File: config.mk
export PLATFORM = sky130hd
export DESIGN_NAME = mem_write_drain
export DESIGN_NICKNAME = d
export VERILOG_FILES = /design/src/rtl/pipearch_common.sv /design/src/rtl/mem_write_drain.sv
export SDC_FILE = /design/constraint.sdc
export NUM_CORES = 1
export LEC_CHECK = 0
export CAP_MARGIN = 5
export CELL_PAD_IN_SITES_DETAIL_PLACEMENT = 0
export CELL_PAD_IN_SITES_GLOBAL_PLACEMENT = 1
export CORE_AREA = 2 2 444 446
export CTS_CLUSTER_DIAMETER = 80
export DETAILED_ROUTE_END_ITERATION = 8
export DIE_AREA = 0 0 446 448
export DONT_BUFFER_PORTS = 1
export MAX_ROUTING_LAYER = met4
export PLACE_DENSITY = 0.3
export SYNTH_ARGS = -nofsm -noshare
export SYNTH_HDL_FRONTEND = slang
export SYNTH_SLANG_ARGS = --single-unit
File: constraint.sdc
create_clock -name clk -period 13.8 [get_ports clk]
set_input_delay 4.14 -clock clk [delete_from_list [all_inputs] [get_ports clk]]
set_output_delay 4.14 -clock clk [all_outputs]
set_load 0.03 [all_outputs]
File: src/rtl/pipearch_common.sv
// -----------------------------------------------------------------------------
// pipearch_common
//   Shared definitions for the pipeline architecture blocks.
//   - LINE_W_DEFAULT / ADDR_W_DEFAULT : default data line and line address widths
//   - t_drainstate                    : state encoding of the memory write drain
//
//   Build option: MEM_WRITE_DRAIN_RESP_WAIT_EN adds the WAIT_RESP state, used
//   when the drain waits for write completions before finishing.
// -----------------------------------------------------------------------------
package pipearch_common;

    localparam int LINE_W_DEFAULT = 512;
    localparam int ADDR_W_DEFAULT = 42;

    typedef enum logic [1:0] {
        IDLE      = 2'd0,
        ISSUE     = 2'd1,
`ifdef MEM_WRITE_DRAIN_RESP_WAIT_EN
        WAIT_RESP = 2'd2,
`endif
        DONE      = 2'd3
    } t_drainstate;

endpackage

File: src/rtl/mem_write_drain.sv
// -----------------------------------------------------------------------------
// mem_write_drain
//   Drains a programmed number of lines from a FIFO into consecutive memory
//   line addresses, then pulses op_done.
//
//   Build option: MEM_WRITE_DRAIN_RESP_WAIT_EN
//     defined   : the operation completes only after one wr_resp_valid has been
//                 seen per issued line (WAIT_RESP state + acked counter).
//     undefined : the operation completes right after the last request is
//                 issued; wr_resp_valid is ignored.
//
//   Ports
//     clk, reset     : clock, synchronous active-high reset
//     op_start       : one-cycle start, honoured only in IDLE
//     configreg      : [31:16] line count, [15:0] reserved
//     base_addr      : line address of the first write, sampled on op_start
//     fifo_empty     : FIFO holds no lines
//     fifo_re        : pop one line (combinational)
//     fifo_rdata     : popped line, valid one cycle after fifo_re
//     wr_valid       : memory write request strobe
//     wr_addr        : request line address
//     wr_data        : request data
//     wr_almostfull  : memory back-pressure (>= 2 free slots while low)
//     wr_resp_valid  : one write completion per asserted cycle
//     busy           : operation in progress
//     op_done        : one-cycle completion pulse
//     dbg_state_o    : current FSM state encoding, for observation only
//
//   Handshake: a pop happens in every cycle fifo_re is high; the popped line is
//   presented on wr_* in the next cycle with wr_valid high. The memory side has
//   no ready: wr_almostfull low guarantees room for the request already in
//   flight plus the one being popped, so a request is never refused.
// -----------------------------------------------------------------------------
module mem_write_drain
    import pipearch_common::*;
#(
    parameter int LINE_W = LINE_W_DEFAULT,
    parameter int ADDR_W = ADDR_W_DEFAULT
) (
    input  logic              clk,
    input  logic              reset,
    input  logic              op_start,
    input  logic [31:0]       configreg,
    input  logic [ADDR_W-1:0] base_addr,
    input  logic              fifo_empty,
    output logic              fifo_re,
    input  logic [LINE_W-1:0] fifo_rdata,
    output logic              wr_valid,
    output logic [ADDR_W-1:0] wr_addr,
    output logic [LINE_W-1:0] wr_data,
    input  logic              wr_almostfull,
    input  logic              wr_resp_valid,
    output logic              busy,
    output logic              op_done,
    output logic [1:0]        dbg_state_o
);

    t_drainstate       state_q, state_d;
    logic [15:0]       len_q, len_d;
    logic [15:0]       issued_q, issued_d;
    logic [ADDR_W-1:0] base_q, base_d;
    logic              wr_valid_q, wr_valid_d;
    logic [ADDR_W-1:0] wr_addr_q, wr_addr_d;

`ifdef MEM_WRITE_DRAIN_RESP_WAIT_EN
    logic [15:0]       acked_q, acked_d;
`else
    logic              resp_unused;
    assign resp_unused = wr_resp_valid;
`endif

    logic cfg_unused;
    assign cfg_unused = ^configreg[15:0];

    always_comb begin
        state_d    = state_q;
        len_d      = len_q;
        base_d     = base_q;
        issued_d   = issued_q;
        wr_valid_d = 1'b0;
        wr_addr_d  = wr_addr_q;
        fifo_re    = 1'b0;
`ifdef MEM_WRITE_DRAIN_RESP_WAIT_EN
        acked_d    = acked_q;
        // Completions count in every active state, so a response landing in
        // the same cycle as the last request is never lost.
        if (state_q != IDLE && wr_resp_valid) begin
            acked_d = acked_q + 16'd1;
        end
`endif

        case (state_q)
            IDLE: begin
                if (op_start) begin
                    len_d    = configreg[31:16];
                    base_d   = base_addr;
                    issued_d = 16'd0;
`ifdef MEM_WRITE_DRAIN_RESP_WAIT_EN
                    acked_d  = 16'd0;
`endif
                    state_d  = (configreg[31:16] == 16'd0) ? DONE : ISSUE;
                end
            end

            ISSUE: begin
                // issued never passes len, so equality is the "all popped"
                // test; the exit is taken one cycle after the final pop.
                if (issued_q == len_q) begin
`ifdef MEM_WRITE_DRAIN_RESP_WAIT_EN
                    state_d = (acked_d == len_q) ? DONE : WAIT_RESP;
`else
                    state_d = DONE;
`endif
                end else if (!fifo_empty && !wr_almostfull) begin
                    fifo_re    = 1'b1;
                    issued_d   = issued_q + 16'd1;
                    wr_valid_d = 1'b1;
                    // Address wraps naturally at 2^ADDR_W.
                    wr_addr_d  = base_q + ADDR_W'(issued_q);
                end
            end

`ifdef MEM_WRITE_DRAIN_RESP_WAIT_EN
            WAIT_RESP: begin
                if (acked_d == len_q) begin
                    state_d = DONE;
                end
            end
`endif

            DONE: begin
                state_d = IDLE;
            end

            default: begin
                state_d = IDLE;
            end
        endcase
    end

    always_ff @(posedge clk) begin
        // Address carries no reset; it is only meaningful with wr_valid.
        wr_addr_q <= wr_addr_d;
        if (reset) begin
            state_q    <= IDLE;
            len_q      <= 16'd0;
            base_q     <= '0;
            issued_q   <= 16'd0;
            wr_valid_q <= 1'b0;
`ifdef MEM_WRITE_DRAIN_RESP_WAIT_EN
            acked_q    <= 16'd0;
`endif
        end else begin
            state_q    <= state_d;
            len_q      <= len_d;
            base_q     <= base_d;
            issued_q   <= issued_d;
            wr_valid_q <= wr_valid_d;
`ifdef MEM_WRITE_DRAIN_RESP_WAIT_EN
            acked_q    <= acked_d;
`endif
        end
    end

    // The FIFO presents popped data exactly one cycle after fifo_re, which is
    // the cycle wr_valid is high, so the data path needs no register here.
    assign wr_data     = fifo_rdata;
    assign wr_valid    = wr_valid_q;
    assign wr_addr     = wr_addr_q;
    assign busy        = (state_q != IDLE);
    assign op_done     = (state_q == DONE);
    assign dbg_state_o = state_q;

endmodule

==> impl_metrics.prom <==
# TYPE chip_impl_metric gauge
chip_impl_info{name="status",value="completed"} 1
chip_impl_metric{name="die_height",unit="um"} 448
chip_impl_info{name="grt_setup_unrepaired",value="no"} 1
chip_impl_metric{name="totalWireLength",unit="um"} 100100
chip_impl_info{name="crit_chain",value="nor4b_4 -> buf_4"} 1
chip_impl_metric{name="netlist_area",unit="sq um"} 9594
chip_impl_metric{name="cts_inserted_buffers",unit=""} 17
chip_impl_metric{name="required",unit="ns"} 9.66
chip_impl_metric{name="area_of_combinational_cells_with_multiple_inputs",unit="sq um"} 2806
chip_impl_metric{name="num_vias",unit=""} 5631
chip_impl_metric{name="drt-wirelength-per-cell",unit="um"} 31.39
chip_impl_metric{name="detail_route.vias_per_cell",unit=""} 1.765
chip_impl_metric{name="die_span_x",unit="um"} 446
chip_impl_metric{name="vias_in_the_first_global_route",unit=""} 5821
chip_impl_info{name="clock_tree_from_tritoncts",value="done"} 1
chip_impl_info{name="critical_path.slowest_cell",value="sky130_fd_sc_hd__buf_4"} 1
chip_impl_metric{name="initial_antenna_violation_count",unit=""} 17
chip_impl_metric{name="start_util",unit=""} 0.04931
chip_impl_info{name="ys_top_cells_by_area",value="sky130_fd_sc_hd__buf_4 (40%), sky130_fd_sc_hd__dfxtp_1 (16%), sky130_fd_sc_hd__edfxtp_1 (13%), sky130_fd_sc_hd__nand2_1 (5.9%), sky130_fd_sc_hd__a21oi_1 (4.2%)"} 1
chip_impl_info{name="synth_commonest_cells",value="sky130_fd_sc_hd__buf_4 (513), sky130_fd_sc_hd__nand2_1 (151), sky130_fd_sc_hd__a21oi_1 (80)"} 1
chip_impl_metric{name="fp.coreArea",unit="sq um"} 194600
chip_impl_metric{name="worst_ep_arrival",unit="ns"} 4.90
chip_impl_metric{name="critical_path_buffers_and_inverters",unit=""} 1
chip_impl_metric{name="grt_pass1_wl",unit="um"} 113200
chip_impl_metric{name="dr.first_iter.drc_count",unit=""} 247
chip_impl_metric{name="max_slew.worst_pin.slew",unit="ns"} 0.8719
chip_impl_metric{name="antenna_violating_nets_post_route",unit=""} 0
chip_impl_metric{name="fin_crit",unit="ns"} 9.036
chip_impl_info{name="synth_ff_type",value="sky130_fd_sc_hd__dfxtp_1"} 1
chip_impl_metric{name="timing.critical_path.fanout_max",unit=""} 24
chip_impl_metric{name="final-seq-area",unit="sq um"} 2803
chip_impl_info{name="cts-root-buf",value="sky130_fd_sc_hd__clkbuf_16"} 1
chip_impl_metric{name="h-tree-depth",unit=""} 4
chip_impl_metric{name="clock_insertion_delay_worst_skew",unit="ns"} 0.47
chip_impl_metric{name="nFillCells",unit=""} 23040
chip_impl_metric{name="slew_viol_final",unit=""} 0
chip_impl_metric{name="synth-warning-count",unit=""} 0
chip_impl_metric{name="number_of_storage_elements_in_the_synthesis_netlist",unit=""} 119
chip_impl_metric{name="critical-path-max-stage-delay",unit="ns"} 0.44
chip_impl_metric{name="setup_viol",unit=""} 0
chip_impl_metric{name="grt_use_total",unit=""} 0.09953
chip_impl_metric{name="hold_viol_final",unit=""} 0
chip_impl_metric{name="power.leakage",unit="nW"} 2.440
chip_impl_metric{name="globalRoute.totalOverflow",unit=""} 0
chip_impl_info{name="worst_setup_path_end_kind",value="output port"} 1
chip_impl_metric{name="area.growth.synth_to_final",unit="%"} -0.7304
chip_impl_metric{name="floorplan.rows",unit=""} 162
chip_impl_metric{name="synth-async-reset-ratio",unit=""} 0
chip_impl_metric{name="avg_inst_size_synth",unit="sq um"} 8.379
chip_impl_info{name="path_class",value="input port to output port"} 1
chip_impl_info{name="synthDominantAreaCellType",value="sky130_fd_sc_hd__buf_4"} 1
chip_impl_metric{name="clk_path_buf_depth",unit=""} 2
chip_impl_metric{name="cts-hold-fix-buffers",unit=""} 0
chip_impl_metric{name="post-route-drc-count",unit=""} 0
chip_impl_metric{name="ctsResizeCount",unit=""} 0
chip_impl_metric{name="antenna-diode-count",unit=""} 0
chip_impl_metric{name="dieArea",unit="sq um"} 199800
chip_impl_info{name="min_path_type",value="flip-flop to flip-flop"} 1
chip_impl_metric{name="cts.clk_slew.worst_paths",unit="ns"} 0.07
chip_impl_metric{name="final_layout_size_suffix_gt1_frac",unit=""} 0.08796
chip_impl_metric{name="number_of_nets_in_the_layout",unit=""} 1245
chip_impl_metric{name="post_cts.repair.setup_buffers",unit=""} 0
chip_impl_metric{name="syn_nets",unit=""} 1755
chip_impl_metric{name="final_min_period_over_clock_period",unit=""} 0.6548
chip_impl_metric{name="ys_types",unit=""} 51
chip_impl_metric{name="place.detailed.hpwl",unit="um"} 90890
chip_impl_metric{name="finalClockSkew",unit="ns"} 0.01575
chip_impl_metric{name="clock-sinks",unit=""} 119
chip_impl_metric{name="synth_top_area_share",unit=""} 0.4014
chip_impl_metric{name="setup_total_negative_slack",unit="ns"} 0
chip_impl_metric{name="post_synth_inst_count",unit=""} 1145
chip_impl_metric{name="worst_ir_drop_vdd",unit="uV"} 93.10
chip_impl_metric{name="p_total",unit="W"} 0.0009705
chip_impl_info{name="critical_path.top_delay_family",value="buffers and inverters"} 1
chip_impl_metric{name="achievable-frequency",unit="MHz"} 110.7
chip_impl_metric{name="drt_pass1_iterations",unit=""} 4
chip_impl_metric{name="gpl.final_weighted_congestion",unit=""} 0.7390
chip_impl_metric{name="grt_start_max_net_pins",unit=""} 69
chip_impl_info{name="critical_path_startpoint_category",value="input port"} 1
chip_impl_metric{name="port_buffers",unit=""} 0
chip_impl_metric{name="p_per_area",unit="nW/um^2"} 101.9
chip_impl_info{name="synthMostInstantiatedCell",value="sky130_fd_sc_hd__buf_4"} 1
chip_impl_metric{name="io-pin-count",unit=""} 1152
chip_impl_metric{name="finalHoldWorstSlack",unit="ns"} 0.4643
chip_impl_metric{name="synth-edff-count",unit=""} 42
chip_impl_metric{name="max-slew-margin-rel",unit=""} 0.4187
chip_impl_metric{name="synth_sequential_area_ratio",unit=""} 0.2921
chip_impl_metric{name="maxCapViolCount",unit=""} 0
final timing paths:
| check | start | endpoint | slack [ns] | depth (start not counted) |
|---|---|---|---|---|
| hold reg to reg | base_q[2]$_SDFFE_PP0P_ | base_q[2]$_SDFFE_PP0P_ | 0.46 | 2 |
| setup reg to reg | issued_q[0]$_SDFFE_PP0P_ | wr_addr[26]$_DFFE_PP_ | 10.61 | 9 |
| setup / recovery | wr_almostfull | fifo_re | 4.76 | 2 |
| hold / removal | base_q[2]$_SDFFE_PP0P_ | base_q[2]$_SDFFE_PP0P_ | 0.46 | 2 |
where the power goes:
group / switching (W) / total, W / internal (W)
combinational: 0.0000466 / 0.0000677 / 0.0000211
sequential: 0.0000242 / 0.000405 / 0.000380
clock: 0.000209 / 0.000498 / 0.000290
sequential cells by signal, indices dropped and copies added (netlist names):
register,flops
issued_q,16
base_q,42
wr_valid,1
len_q,16
wr_addr,42
dbg_state_o,2
placed cells by master, fill, tap and decap left out, types with 15 or more instances in the layout:
cell type                   count
sky130_fd_sc_hd__a21oi_1       80
sky130_fd_sc_hd__clkbuf_16     17
sky130_fd_sc_hd__dfxtp_1       77
sky130_fd_sc_hd__edfxtp_1      42
sky130_fd_sc_hd__ha_1          17
sky130_fd_sc_hd__inv_1         15
sky130_fd_sc_hd__nand2_1      150
sky130_fd_sc_hd__nand3_1       25
sky130_fd_sc_hd__nor2_1        23
sky130_fd_sc_hd__o21ai_0       16
sky130_fd_sc_hd__xnor2_1       35
sky130_fd_sc_hd__xor2_1        21
per-stage QoR:
step                instances  setup WS (ns)  area, sq um  utilization
CTS                      3190          4.728         9524      0.04895
global route             3190          4.700         9524      0.04895
detailed placement       3158          4.728         8906      0.04577
global placement         3158          4.736         8906      0.04577
floorplan                1145          2.541         9594            -
finish                   3190          4.764         9524      0.04895
layer usage:
metal / part of all wire / GRT usage
met1: 0.17 / 0.04685
met2: 0.46 / 0.1555
met3: 0.32 / 0.1498
met4: 0.043 / 0.03826
met5: 0 / -
cells by family after synthesis:
group / share of synthesized area
AOI/OAI and AO/OA: 0.09090
muxes: 0.004173
DFF: 0.2921
xor gates and xnor gates: 0.05112
and+or+nand+nor: 0.1202
adders and majority gates: 0.02426
buffers and inverters: 0.4172
area by class of cell:
cell class              instances  share of cell area
clock buffers                  18             0.04506
clock inverters                14             0.01984
inverters                      15            0.005912
multi-input cells             474              0.2947
flip-flops and latches        119              0.2943
well taps                    2542              0.3339
repair buffers                  8            0.006306
Power figures use the tool's default switching activity.
